**src/rtl/key_logic_bank.sv**
```systemverilog
// Debounced multi-key logic gate: synchronises and debounces w_key push buttons,
// evaluates a switch-selected reduction function, and counts/toggles on result rising edges.
module key_logic_bank #(
    parameter int w_key           = 4,
    parameter int debounce_cycles = 500000,
    parameter int w_cnt           = 6
) (
    input  logic             clk,
    input  logic             rst,
    input  logic [w_key-1:0] key,
    input  logic [3:0]       sw,
    output logic [w_key-1:0] key_db,
    output logic             result,
    output logic             toggle,
    output logic [w_cnt-1:0] edge_count
);

    localparam int w_db = (debounce_cycles > 1) ? $clog2(debounce_cycles + 1) : 1;
    localparam logic [w_db-1:0] db_last = w_db'(debounce_cycles - 1);

    // Tie goes to 0 on majority because popcount must strictly exceed half.
    function automatic logic gate_eval(input logic [w_key-1:0] k, input logic [2:0] op);
        int  pop;
        logic g;
        pop = 0;
        for (int i = 0; i < w_key; i++) begin
            pop = pop + int'(k[i]);
        end
        case (op)
            3'd0:    g = &k;
            3'd1:    g = |k;
            3'd2:    g = ^k;
            3'd3:    g = ~(&k);
            3'd4:    g = ~(|k);
            3'd5:    g = ~(^k);
            3'd6:    g = (pop > (w_key / 2));
            3'd7:    g = (&k) | ~(|k);
            default: g = 1'b0;
        endcase
        return g;
    endfunction

    logic [w_key-1:0] key_meta_r;
    logic [w_key-1:0] key_sync_r;
    logic [3:0]       sw_meta_r;
    logic [3:0]       sw_sync_r;
    logic [w_db-1:0]  db_cnt_r [w_key];
    logic [w_key-1:0] key_db_r;
    logic             result_r;
    logic             result_d_r;
    logic             toggle_r;
    logic [w_cnt-1:0] edge_count_r;
    logic             gate_s;
    logic             rise_s;

    // Two-flop synchronisers for the raw keys and switches.
    always_ff @(posedge clk or posedge rst) begin
        if (rst) begin
            key_meta_r <= {w_key{1'b0}};
            key_sync_r <= {w_key{1'b0}};
            sw_meta_r  <= 4'b0000;
            sw_sync_r  <= 4'b0000;
        end else begin
            key_meta_r <= key;
            key_sync_r <= key_meta_r;
            sw_meta_r  <= sw;
            sw_sync_r  <= sw_meta_r;
        end
    end

    // Per-key debounce: accept a new level only after it is stable for debounce_cycles.
    always_ff @(posedge clk or posedge rst) begin
        if (rst) begin
            key_db_r <= {w_key{1'b0}};
            for (int i = 0; i < w_key; i++) begin
                db_cnt_r[i] <= {w_db{1'b0}};
            end
        end else begin
            for (int i = 0; i < w_key; i++) begin
                if (key_sync_r[i] == key_db_r[i]) begin
                    db_cnt_r[i] <= {w_db{1'b0}};
                end else if (db_cnt_r[i] == db_last) begin
                    key_db_r[i] <= key_sync_r[i];
                    db_cnt_r[i] <= {w_db{1'b0}};
                end else begin
                    db_cnt_r[i] <= db_cnt_r[i] + w_db'(1);
                end
            end
        end
    end

    // Gate evaluation and rising-edge detect on the registered result.
    always_comb begin
        gate_s = 1'b0;
        rise_s = 1'b0;
        gate_s = gate_eval(key_db_r, sw_sync_r[2:0]);
        rise_s = result_r & ~result_d_r;
    end

    // Result pipeline, edge counter and toggle flip-flop.
    always_ff @(posedge clk or posedge rst) begin
        if (rst) begin
            result_r     <= 1'b0;
            result_d_r   <= 1'b0;
            toggle_r     <= 1'b0;
            edge_count_r <= {w_cnt{1'b0}};
        end else begin
            result_r   <= gate_s;
            result_d_r <= result_r;
            if (rise_s) begin
                edge_count_r <= edge_count_r + w_cnt'(1);
                if (sw_sync_r[3]) begin
                    toggle_r <= ~toggle_r;
                end else begin
                    toggle_r <= toggle_r;
                end
            end else begin
                edge_count_r <= edge_count_r;
                toggle_r     <= toggle_r;
            end
        end
    end

    assign key_db     = key_db_r;
    assign result     = result_r;
    assign toggle     = toggle_r;
    assign edge_count = edge_count_r;

endmodule

```
**config.mk**
```make
export PLATFORM = sky130hd
export DESIGN_NAME = key_logic_bank
export DESIGN_NICKNAME = d
export VERILOG_FILES = /design/src/rtl/key_logic_bank.sv
export SDC_FILE = /design/constraint.sdc
export NUM_CORES = 1
export LEC_CHECK = 0
export BUFFER_PORTS_ARGS = -buffer_cell sky130_fd_sc_hd__buf_4
export CORE_MARGIN = 1
export CORE_UTILIZATION = 50
export CTS_BUF_LIST = sky130_fd_sc_hd__clkbuf_4
export DETAILED_ROUTE_END_ITERATION = 10
export PLACE_DENSITY = 0.67
export SLEW_MARGIN = 15
export SYNTH_ARGS = -nofsm -noshare
export SYNTH_HDL_FRONTEND = slang
export SYNTH_SLANG_ARGS = --single-unit
export TNS_END_PERCENT = 100
```
**constraint.sdc**
```tcl
create_clock -name clk -period 6.1 [get_ports clk]
set_input_delay 0.305 -clock clk [delete_from_list [all_inputs] [get_ports clk]]
set_output_delay 0.305 -clock clk [all_outputs]
set_load 0.1 [all_outputs]
```
==> summary.txt <==
STA
  • Final setup margin: about 3.9 ns
  • Endpoints failing hold: 0
  • Slew margin rel.: between 40% and 50%
  • # setup viols final: 0
  • Pins Over Slew Limit: 0
  • RSZ-0062 raised after global routing: no
  • Fin Setup TNS: 0 ns
  • Period minus WS final: 2.24 ns
  • Final Skew: 0.0185 ns
  • Least-Margin Pin Slew: 0.781 ns
  • Fin crit share: a little under two fifths
  • WHS: 0.368 ns
  • Fmax: 446 MHz

Logic synthesis
  • Number of distinct library cells after synthesis: 46
  • Syn Area/Cell: 10.4 um2
  • Cell area after synthesis: 5020 um2
  • Post-synthesis register bit count: 105
  • Post-synth EDFFs: 0
  • Sequential area share after synthesis: 52.3%
  • Syn_nets: 507
  • Synth Flop Type: dfrtp_1
  • Post-synthesis async set-or-reset flop share: 100%
  • Synth Instances: 484
  • Yosys warnings: 0

Worst setup path
  • Worst Path Required: 6.47 ns
  • CP Max Fanout: 6
  • Critical path class: reg -> reg
  • FF-to-FF path depth: 7
  • Crit. End Element: flop
  • Startpoint types: flop
  • Arr. time, crit path: 2.62 ns

Global routing
  • Pin count of the biggest net entering global routing: 56
  • GR Overflow Total: 0
  • First-pass GRT wire length: 15.8 mm
  • GRT Util Overall: 19.3%
  • Initial antenna violation count: 0
  • Vias in the first global route: 3476

Clock tree
  • CTS tree: built
  • Clk root buf: clkbuf_4
  • CTS HTree Levels: 3
  • Clock-pin transition on the worst setup and hold timing paths: 0.17 ns
  • Sink Count: 105
  • Post-CTS Setup Bufs: 0
  • Total CTS buffers: 9
  • Latest clock arrival within the worst-skew pair: ~0.45 ns
  • Post-CTS sizing: 0
  • Clock Path Buffers: 2

Route
  • Vias per cell: around 5.4
  • Met2 routed WL: between 4 and 5 mm
  • DRT iter0 DRCs: 78
  • Wirelength per Cell: 13.8 um
  • Met1 wire length: about 4.3 mm
  • Routed wire length: about 9 mm
  • Routed wl met3: 238 um
  • DR vias: 3534
  • First-pass detailed-route iteration total: 4
  • Post-detailed-route DRC marker count: 0
  • Top sig layer: met4
  • ANT nets after route: 0

Floorplan
  • Ports: 22
  • Die Wd: 102 um
  • Initial core utilization: 51.4%
  • Rows: 36
  • Core Area: about 9800 um2
  • Full die area: about 10000 um2
  • Die height: 102 um

Layout
  • Area of the multi-input gates: roughly 2300 um2
  • Finished Layout Cells: 654
  • Post-route cell area: ~5500 um2
  • Reg area: roughly 2600 um2
  • Area Growth Syn to Fin: 10.4%
  • Commonest non-fill, non-tap cell in the layout: dfrtp_1
  • Fillers: 874
  • Most frequent cells in the layout: 105 x dfrtp_1, 66 x nor2_1, 39 x xnor2_1, 31 x nand3_1, 27 x nand2_1
  • Layout cell share with drive strength beyond 1: 11.1%
  • Nets@finish: around 540
  • Antenna fix cells: 0
  • Final Util: 56.7%

Power
  • Power per cell area: ~260 nW/um2
  • Overall power: 1.41 mW
  • Peak VDD IR: about 0.00025 V
  • Static Leak: 2.24 nW

Hold path
  • Hold Path Class: reg -> reg
  • Worst Hold Path Cells: 0

Place
  • Gpl congestion: roughly 0.81
  • Port Buffers: 21
  • HPWL Detailed: between 6 and 7 mm
  • Pre-CTS setup slack: 3.81 ns
  • Placed Area: around 5300 um2
  • Inst Count DP: ~630

Job
  • Maxcap violations: 0

Outcome
  • Outcome: finished clean
## path summary, 6_finish.rpt
check	from	endpoint	slack, ns
worst min-delay path	key_meta_r[2]$_DFF_PP0_	key_sync_r[2]$_DFF_PP0_	0.37
worst min register to register	key_meta_r[2]$_DFF_PP0_	key_sync_r[2]$_DFF_PP0_	0.37
max in group asynchronous	rst	db_cnt_r[50]$_DFF_PP0_	4.54
min in group asynchronous	rst	sw_meta_r[2]$_DFF_PP0_	0.46
worst max-delay path	key_db[0]$_DFFE_PP0P_	result$_DFF_PP0_	3.86
worst max register to register	key_db[0]$_DFFE_PP0P_	result$_DFF_PP0_	3.86
## what timing repair did
item,CTS,global route
endpoints found under the setup margin,0,0
endpoints found under the hold margin,58,0
hold buffers,9,0
## power breakdown
group          total, mW  internal, mW  switching [mW]
logic              0.276        0.0643           0.212
registers          0.766         0.730          0.0356
clock network      0.372         0.132           0.239
## flip-flops by register name, summed over array words and instances (netlist names), 4 cells and up
register and count:
key_db 4, edge_count 6, sw_sync_r 4, sw_meta_r 4, key_meta_r 4, key_sync_r 4
db_cnt_r 76
## cells in the mapped netlist (all sizes together) (2+ instances only)
cell type,n,area share (%)
and4,7,1.2
ha,12,3.0
nor3,11,1.1
xor2,24,4.2
nor3b,2,0.30
buf,5,0.85
o31ai,3,0.45
mux2,5,1.1
nand4b,2,0.35
xnor2,39,6.8
and2,3,0.37
nor2,66,4.9
nand2,27,2.0
nor4,18,2.2
nand4,26,3.2
o21ai,12,1.4
or2,5,0.62
or4,8,1.3
mux2i,3,0.60
clkbuf,6,0.45
or4b,2,0.40
nand3,31,3.1
or3,11,1.4
dfrtp,105,52
inv,18,1.3
o21bai,2,0.52
a21oi,18,1.8
## critical path: stages, from the launching register on
cell     delay [ns]
dfrtp_1        0.50
fa_1           0.51
ha_1           0.21
ha_1           0.27
nor3b_1        0.14
nor4b_1        0.27
a31oi_1        0.07
a32oi_1        0.20
## final cells by class
| type | instances | area share, % |
|---|---|---|
| inverters | 18 | 1.26 |
| multi-input cells | 350 | 40.9 |
| clock buffers | 9 | 1.22 |
| flip-flops and latches | 105 | 47.4 |
| well taps | 133 | 3.00 |
| repair buffers | 32 | 4.74 |
| clock inverters | 7 | 1.49 |
## per-layer routing
metal	global-route usage, %	vias up
met5	0	-
met4	5.27	0
met3	4.79	7
met2	32.7	46
met1	24.8	1712
li1	-	1769
## kinds of logic (layout without fill, tap and decap cells)
| group | Yosys count | in the layout | synth area share [%] |
|---|---|---|---|
| buf+inv | 29 | 66 | 2.64 |
| compound gates | 41 | 41 | 5.31 |
| flops | 105 | 105 | 52.3 |
| simple gates | 225 | 225 | 23.6 |
| fa+ha+maj | 13 | 13 | 3.39 |
| mux | 8 | 8 | 1.72 |
| xor+xnor | 63 | 63 | 11.0 |
No activity file was read; power rests on OpenSTA's default activity.
